## src/rtl/gs_pkg.sv

```systemverilog
// Shared types for the gs instruction prefetch stage: request FSM states,
// the buffered fetch entry and the default buffer depth.
package gs_pkg;

  localparam int unsigned PF_DEPTH_DEFAULT = 2;
  localparam int unsigned PF_XLEN          = 32;

  typedef enum logic [1:0] {
    INITIAL  = 2'd0,
    PENDING  = 2'd1,
    FETCHING = 2'd2
  } pf_state_t;

  typedef struct packed {
    logic [PF_XLEN-1:0] instr;
    logic [PF_XLEN-1:0] pc;
    logic               err;
  } fetch_entry_t;

endpackage

```

## src/rtl/gs_fifo.sv

```systemverilog
// Synchronous FIFO of fetch entries with a single-cycle flush; head entry is
// presented combinationally on data_o.
module gs_fifo
  import gs_pkg::*;
#(
  parameter int unsigned DEPTH = PF_DEPTH_DEFAULT
) (
  input  logic                         clk_i,
  input  logic                         rst_ni,
  input  logic                         flush_i,
  input  logic                         push_i,
  input  fetch_entry_t                 data_i,
  input  logic                         pop_i,
  output fetch_entry_t                 data_o,
  output logic [$clog2(DEPTH+1)-1:0]   count_o,
  output logic                         full_o,
  output logic                         empty_o
);

  localparam int unsigned CW = $clog2(DEPTH + 1);
  localparam int unsigned AW = (DEPTH > 1) ? $clog2(DEPTH) : 1;

  fetch_entry_t   mem_q [DEPTH];
  logic [AW-1:0]  wr_ptr_q;
  logic [AW-1:0]  rd_ptr_q;
  logic [CW-1:0]  count_q;
  logic           do_push;
  logic           do_pop;

  function automatic logic [AW-1:0] ptr_inc(input logic [AW-1:0] p);
    return (p == AW'(DEPTH - 1)) ? '0 : p + AW'(1);
  endfunction

  assign empty_o = (count_q == '0);
  assign full_o  = (count_q == CW'(DEPTH));
  assign count_o = count_q;
  assign data_o  = mem_q[rd_ptr_q];

  // A push on a full FIFO is accepted only when the head leaves in the same cycle.
  assign do_push = push_i & (~full_o | pop_i);
  assign do_pop  = pop_i & ~empty_o;

  always_ff @(posedge clk_i) begin
    if (!rst_ni) begin
      wr_ptr_q <= '0;
      rd_ptr_q <= '0;
      count_q  <= '0;
      for (int unsigned i = 0; i < DEPTH; i++) begin
        mem_q[i] <= '0;
      end
    end else if (flush_i) begin
      wr_ptr_q <= '0;
      rd_ptr_q <= '0;
      count_q  <= '0;
    end else begin
      if (do_push) begin
        mem_q[wr_ptr_q] <= data_i;
        wr_ptr_q        <= ptr_inc(wr_ptr_q);
      end
      if (do_pop) begin
        rd_ptr_q <= ptr_inc(rd_ptr_q);
      end
      count_q <= count_q + CW'(do_push) - CW'(do_pop);
    end
  end

endmodule

```

## src/rtl/gs_prefetch.sv

```systemverilog
// Instruction prefetch stage: req/gnt/rvalid fetch into a small FIFO feeding decode.
// Optional GS_PF_BYPASS_EN forwards a response straight to decode when the FIFO is empty.
module gs_prefetch
  import gs_pkg::*;
#(
  parameter int unsigned DEPTH = PF_DEPTH_DEFAULT,
  parameter int unsigned XLEN  = PF_XLEN
) (
  input  logic            clk_i,
  input  logic            rst_ni,
  input  logic            en_i,
  input  logic [XLEN-1:0] boot_addr_i,
  input  logic            flush_i,
  input  logic [XLEN-1:0] flush_addr_i,
  output logic            instr_req_o,
  output logic [XLEN-1:0] instr_addr_o,
  input  logic            instr_gnt_i,
  input  logic            instr_rvalid_i,
  input  logic [XLEN-1:0] instr_rdata_i,
  input  logic            instr_err_i,
  output logic            fetch_valid_o,
  output logic [XLEN-1:0] fetch_instr_o,
  output logic [XLEN-1:0] fetch_pc_o,
  output logic            fetch_err_o,
  input  logic            fetch_ready_i,
  output logic            busy_o
);

  localparam int unsigned CW = $clog2(DEPTH + 1);

  pf_state_t       state_q, state_d;
  logic [XLEN-1:0] addr_q;
  logic [XLEN-1:0] resp_pc_q;
  logic [CW-1:0]   outstanding_q, outstanding_d;
  logic [CW-1:0]   discard_q, discard_d;
  logic [CW-1:0]   fifo_count, fifo_count_d;
  logic [CW:0]     occupancy_d;
  logic            fifo_full, fifo_empty;
  logic            gnt_fire, accept, bypass, push, pop, room;
  fetch_entry_t    push_entry, head_entry, out_entry;

  assign instr_req_o  = (state_q == PENDING);
  assign instr_addr_o = addr_q;
  assign gnt_fire     = instr_req_o & instr_gnt_i;

  // Responses arriving while stale requests drain, or during a flush, are dropped.
  assign accept = instr_rvalid_i & (discard_q == '0) & ~flush_i;

`ifdef GS_PF_BYPASS_EN
  assign bypass = accept & fifo_empty & fetch_ready_i;
`else
  assign bypass = 1'b0;
`endif

  assign push = accept & ~bypass & (~fifo_full | pop);
  assign pop  = ~fifo_empty & fetch_ready_i;

  assign push_entry = '{instr: instr_rdata_i, pc: resp_pc_q, err: instr_err_i};

  gs_fifo #(
    .DEPTH (DEPTH)
  ) u_fifo (
    .clk_i   (clk_i),
    .rst_ni  (rst_ni),
    .flush_i (flush_i),
    .push_i  (push),
    .data_i  (push_entry),
    .pop_i   (pop),
    .data_o  (head_entry),
    .count_o (fifo_count),
    .full_o  (fifo_full),
    .empty_o (fifo_empty)
  );

  // Room is judged on next-cycle occupancy so a grant never overbooks the FIFO.
  assign outstanding_d = outstanding_q + CW'(gnt_fire) - CW'(instr_rvalid_i);
  assign fifo_count_d  = flush_i ? '0 : fifo_count + CW'(push) - CW'(pop);
  assign occupancy_d   = (CW+1)'(outstanding_d) + (CW+1)'(fifo_count_d);
  assign room          = (occupancy_d < (CW+1)'(DEPTH));

  always_comb begin
    discard_d = discard_q;
    if (flush_i) begin
      discard_d = outstanding_d;
    end else if (instr_rvalid_i && (discard_q != '0)) begin
      discard_d = discard_q - CW'(1);
    end
  end

  always_comb begin
    state_d = state_q;
    unique case (state_q)
      INITIAL: begin
        if (en_i && room) state_d = PENDING;
      end
      PENDING: begin
        if (instr_gnt_i) begin
          if (!en_i)     state_d = INITIAL;
          else if (room) state_d = PENDING;
          else           state_d = FETCHING;
        end
      end
      FETCHING: begin
        if (!en_i)     state_d = INITIAL;
        else if (room) state_d = PENDING;
      end
      default: state_d = INITIAL;
    endcase
  end

  always_ff @(posedge clk_i) begin
    if (!rst_ni) begin
      state_q       <= INITIAL;
      outstanding_q <= '0;
      discard_q     <= '0;
      addr_q        <= boot_addr_i & ~XLEN'(3);
      resp_pc_q     <= boot_addr_i & ~XLEN'(3);
    end else begin
      state_q       <= state_d;
      outstanding_q <= outstanding_d;
      discard_q     <= discard_d;
      if (flush_i) begin
        addr_q    <= flush_addr_i & ~XLEN'(3);
        resp_pc_q <= flush_addr_i & ~XLEN'(3);
      end else begin
        if (gnt_fire) addr_q    <= addr_q + XLEN'(4);
        if (accept)   resp_pc_q <= resp_pc_q + XLEN'(4);
      end
    end
  end

  assign out_entry     = bypass ? push_entry : head_entry;
  assign fetch_valid_o = ~fifo_empty | bypass;
  assign fetch_instr_o = out_entry.instr;
  assign fetch_pc_o    = out_entry.pc;
  assign fetch_err_o   = fetch_valid_o & out_entry.err;
  assign busy_o        = (outstanding_q != '0) | (discard_q != '0);

endmodule

```

## config.mk

```make
export PLATFORM = sky130hd
export DESIGN_NAME = gs_prefetch
export DESIGN_NICKNAME = d
export VERILOG_FILES = /design/src/rtl/gs_pkg.sv /design/src/rtl/gs_fifo.sv /design/src/rtl/gs_prefetch.sv
export SDC_FILE = /design/constraint.sdc
export NUM_CORES = 1
export LEC_CHECK = 0
export CORE_ASPECT_RATIO = 1.5
export CORE_UTILIZATION = 56
export DETAILED_ROUTE_END_ITERATION = 8
export GPL_ROUTABILITY_DRIVEN = 0
export GPL_TIMING_DRIVEN = 0
export PLACE_DENSITY = 0.95
export SLEW_MARGIN = 20
export SYNTH_ARGS = -nofsm -noshare
export SYNTH_HDL_FRONTEND = slang
export SYNTH_SLANG_ARGS = --single-unit
export TNS_END_PERCENT = 30
```

## constraint.sdc

```tcl
create_clock -name clk_i -period 11.7 [get_ports clk_i]
set_input_delay 3.51 -clock clk_i [delete_from_list [all_inputs] [get_ports clk_i]]
set_output_delay 3.51 -clock clk_i [all_outputs]
set_load 0.02 [all_outputs]
```

==> flow_summary_export.csv <==
group,metric,value,unit
floorplanning,core,0.0169,mm^2
synth,synthTopCellsByArea,"edfxtp_1 (57%), and2_1 (7.7%), mux2_2 (7.2%)",
worst_setup_path,regToRegEndpoint,"state_q[0]",
worst_setup_path,path_depth,4,
sta,finalHoldViolCount,0,
worst_setup_path,cp-endpoint,"fetch_pc_o[27]",
synth,syn_avg_cell_area,12.3,um^2
synth,synthFlopType,"edfxtp_1",
worst_setup_path,slowest_stage,"clkdlybuf4s50_1",
pwr,irDropWorstVdd,0.0788,mV
worst_setup_path,path_common_cell,"clkbuf_1",
placement,preCtsSetupSlack,5.44,ns
worst_setup_path,worst-path-buf-inv,3,
sta,fin_crit_sh,0.536,
route,drt-initial-drc-count,510,
synth,yosysUniqueCellTypes,55,
global_routing,grt_pass1_vias,7566,
worst_setup_path,crit_type,"flop to output port",
floorplanning,io_pins,204,
synth,synth_edf_count,186,
clock_tree,clk_latency,0.43,ns
global_routing,grt-ovfl-total,0,
worst_setup_path,cp-start-kind,"flop",
synth,yosys-top-cells-count,"edfxtp_1 (186), and2_1 (121), mux2_2 (63)",
outcome,status,"complete, no violations",
sta,skew,0.0194,ns
floorplanning,start_util,0.579,
synth,yosysWarnings,0,
route,totalWireLength,25.2,mm
job,drv_cap,0,
clock_tree,cts_buffer_depth,2,
clock_tree,cts_max_level,4,
route,avgViaCountPerCell,5.95,
cells_and_area,drive_above_1_share,0.128,
synth,yosys_register_bits,197,
pwr,cellPowerDensity,145,mW/mm^2
sta,fin_hold_ws,0.482,ns
synth,synth_top_cell_by_area,"edfxtp_1",
worst_setup_path,required,8.19,ns
placement,place_area,0.0121,mm^2
clock_tree,clkTransAtPathRegs,0.07,ns
clock_tree,clock-root-buffer,"clkbuf_16",
worst_hold_path,hp-start,"state_q[0]",
sta,setup_viol,0,
synth,yosys.area.top_type_share,0.571,
route,remaining_drc_errors,0,
global_routing,grt_antenna_before_repair,0,
sta,maxSlewViolCount,0,
clock_tree,numClockSinks,197,
worst_setup_path,cpPeakStageDelay,0.57,ns
sta,fin_setup_tns,0,ns
route,drtPass1Iterations,6,
synth,synthCells,793,
pwr,power,1.84,mW
pwr,p_leak,4.61,nW
sta,tightest_slew,0.798,ns
floorplanning,chipHeight,164,um
cells_and_area,finalInstanceArea,0.0127,mm^2
cells_and_area,multiInputGateArea,0.00373,mm^2
worst_hold_path,hold_class,"flop to flop",
worst_setup_path,critical_path.endpoint_type,"output port",
cells_and_area,area_growth,29.6,%
worst_setup_path,ff2ff_path_depth,12,
clock_tree,post_cts_buffers,0,
cells_and_area,n_antenna_cell,0,
cells_and_area,fillers,1079,
cells_and_area,fin_nets,1125,
route,wl_per_cell,20.4,um
clock_tree,ctsResizeCount,0,
synth,synthesis.area,0.00979,mm^2
sta,achievable-frequency,160,MHz
worst_setup_path,path_cells,"clkbuf_1, clkbuf_1, mux2_2, clkdlybuf4s50_1",
sta,slew_headroom,0.468,
global_routing,track_usage,0.291,
worst_setup_path,r2r_setup_slack,8.87,ns
sta,fin_ws,5.43,ns
route,vias,7356,
synth,synthArstFlopShare,0,
clock_tree,cts_buffers,17,
worst_setup_path,regToRegStartpoint,"discard_q[0]",
clock_tree,cts_tree,"yes",
clock_tree,cts_hold_buf,0,
floorplanning,dieWidth,110,um
route,ant_nets,0,
floorplanning,die-area,0.0180,mm^2
sta,rsz0062_at_grt,"false",
worst_setup_path,crit_family,"buffers and inverters",
global_routing,grt_pass1_wl,39.3,mm
synth,ys_seq_area_frac,0.593,
cells_and_area,register_area,0.00581,mm^2
placement,io_buffers,195,
worst_setup_path,worstPathMaxFanout,10,
sta,post-route-min-period,6.27,ns
global_routing,grt_max_degree,45,
worst_setup_path,arrival,2.76,ns
placement,dpl.hpwl,18.0,mm
synth,yosysMostFrequentCell,"edfxtp_1",
floorplanning,num_rows,58,
-- layout make-up --
| type | count | share of cell area |
|---|---|---|
| timing repair buffer | 198 | 0.160 |
| tap | 210 | 0.0207 |
| clock inverter | 14 | 0.0111 |
| multi-input combinational | 537 | 0.294 |
| clock buffer | 18 | 0.0338 |
| inverter | 18 | 0.00533 |
| sequential | 197 | 0.458 |
| buffer | 44 | 0.0174 |
-- metrics by stage --
step | std cells | util
6_report | 1236 | 0.750
4_1_cts | 1236 | 0.750
3_3_place_gp | 1201 | 0.711
2_1_floorplan | 796 | -
3_5_place_dp | 1204 | 0.716
5_1_grt | 1236 | 0.750
-- report_power, final --
part	total, mW	switching (mW)	internal [mW]
combinational	0.362	0.190	0.172
clock	0.572	0.272	0.300
sequential	0.902	0.0535	0.849
total	1.84	0.516	1.32
-- state kept, by name (all words and copies together) (netlist names), named ones only --
| name | cells |
|---|---|
| u_fifo.rd_ptr_q | 1 |
| instr_addr_o | 30 |
| u_fifo.mem_q | 126 |
| u_fifo.count_o | 2 |
| state_q | 2 |
| outstanding_q | 2 |
| discard_q | 2 |
| u_fifo.wr_ptr_q | 1 |
| resp_pc_q | 30 |
-- worst min-delay path by stage --
stage / slack, ns / cells past startpoint / to
4_1_cts: 0.49 / 1 / state_q[0]
3_5_place_dp: 0.47 / 1 / state_q[0]
3_3_place_gp: 0.45 / 1 / state_q[0]
5_1_grt: 0.53 / 1 / state_q[0]
2_1_floorplan: 0.43 / 1 / state_q[0]
6_report: 0.48 / 1 / state_q[0]
-- kinds of logic (layout without fill, tap and decap cells) --
| family | after synthesis | after routing | share of synthesized area |
|---|---|---|---|
| DFF | 197 | 197 | 0.593 |
| and+or+nand+nor | 290 | 290 | 0.173 |
| xor gates and xnor gates | 57 | 57 | 0.0510 |
| buffers and inverters | 62 | 292 | 0.0294 |
| other | 1 | 4 | 0.000383 |
| AOI/OAI and AO/OA | 114 | 114 | 0.0690 |
| muxes | 64 | 64 | 0.0735 |
| adders and majority gates | 8 | 8 | 0.0110 |
-- layout by cell type, fill, tap and decap left out, types with 13 or more instances in the layout --
cell,count
clkdlybuf4s50_1,195
clkbuf_16,17
nand2_1,35
a22oi_1,16
o21ai_0,50
nor3_1,20
nand3_1,21
clkbuf_1,31
inv_1,16
and2_1,121
a21oi_1,15
mux2_2,63
xnor2_1,34
edfxtp_1,186
nand4_1,13
xor2_1,23
nor2_1,35
-- per-layer routing --
metal  share of wire  track usage  vias up
met5               0            0        -
met4           0.063        0.182        0
met3           0.069       0.0452      121
met2            0.52        0.502      440
met1            0.35        0.332     3487
li1                -            -     3308
No activity file was read; power rests on OpenSTA's default activity.
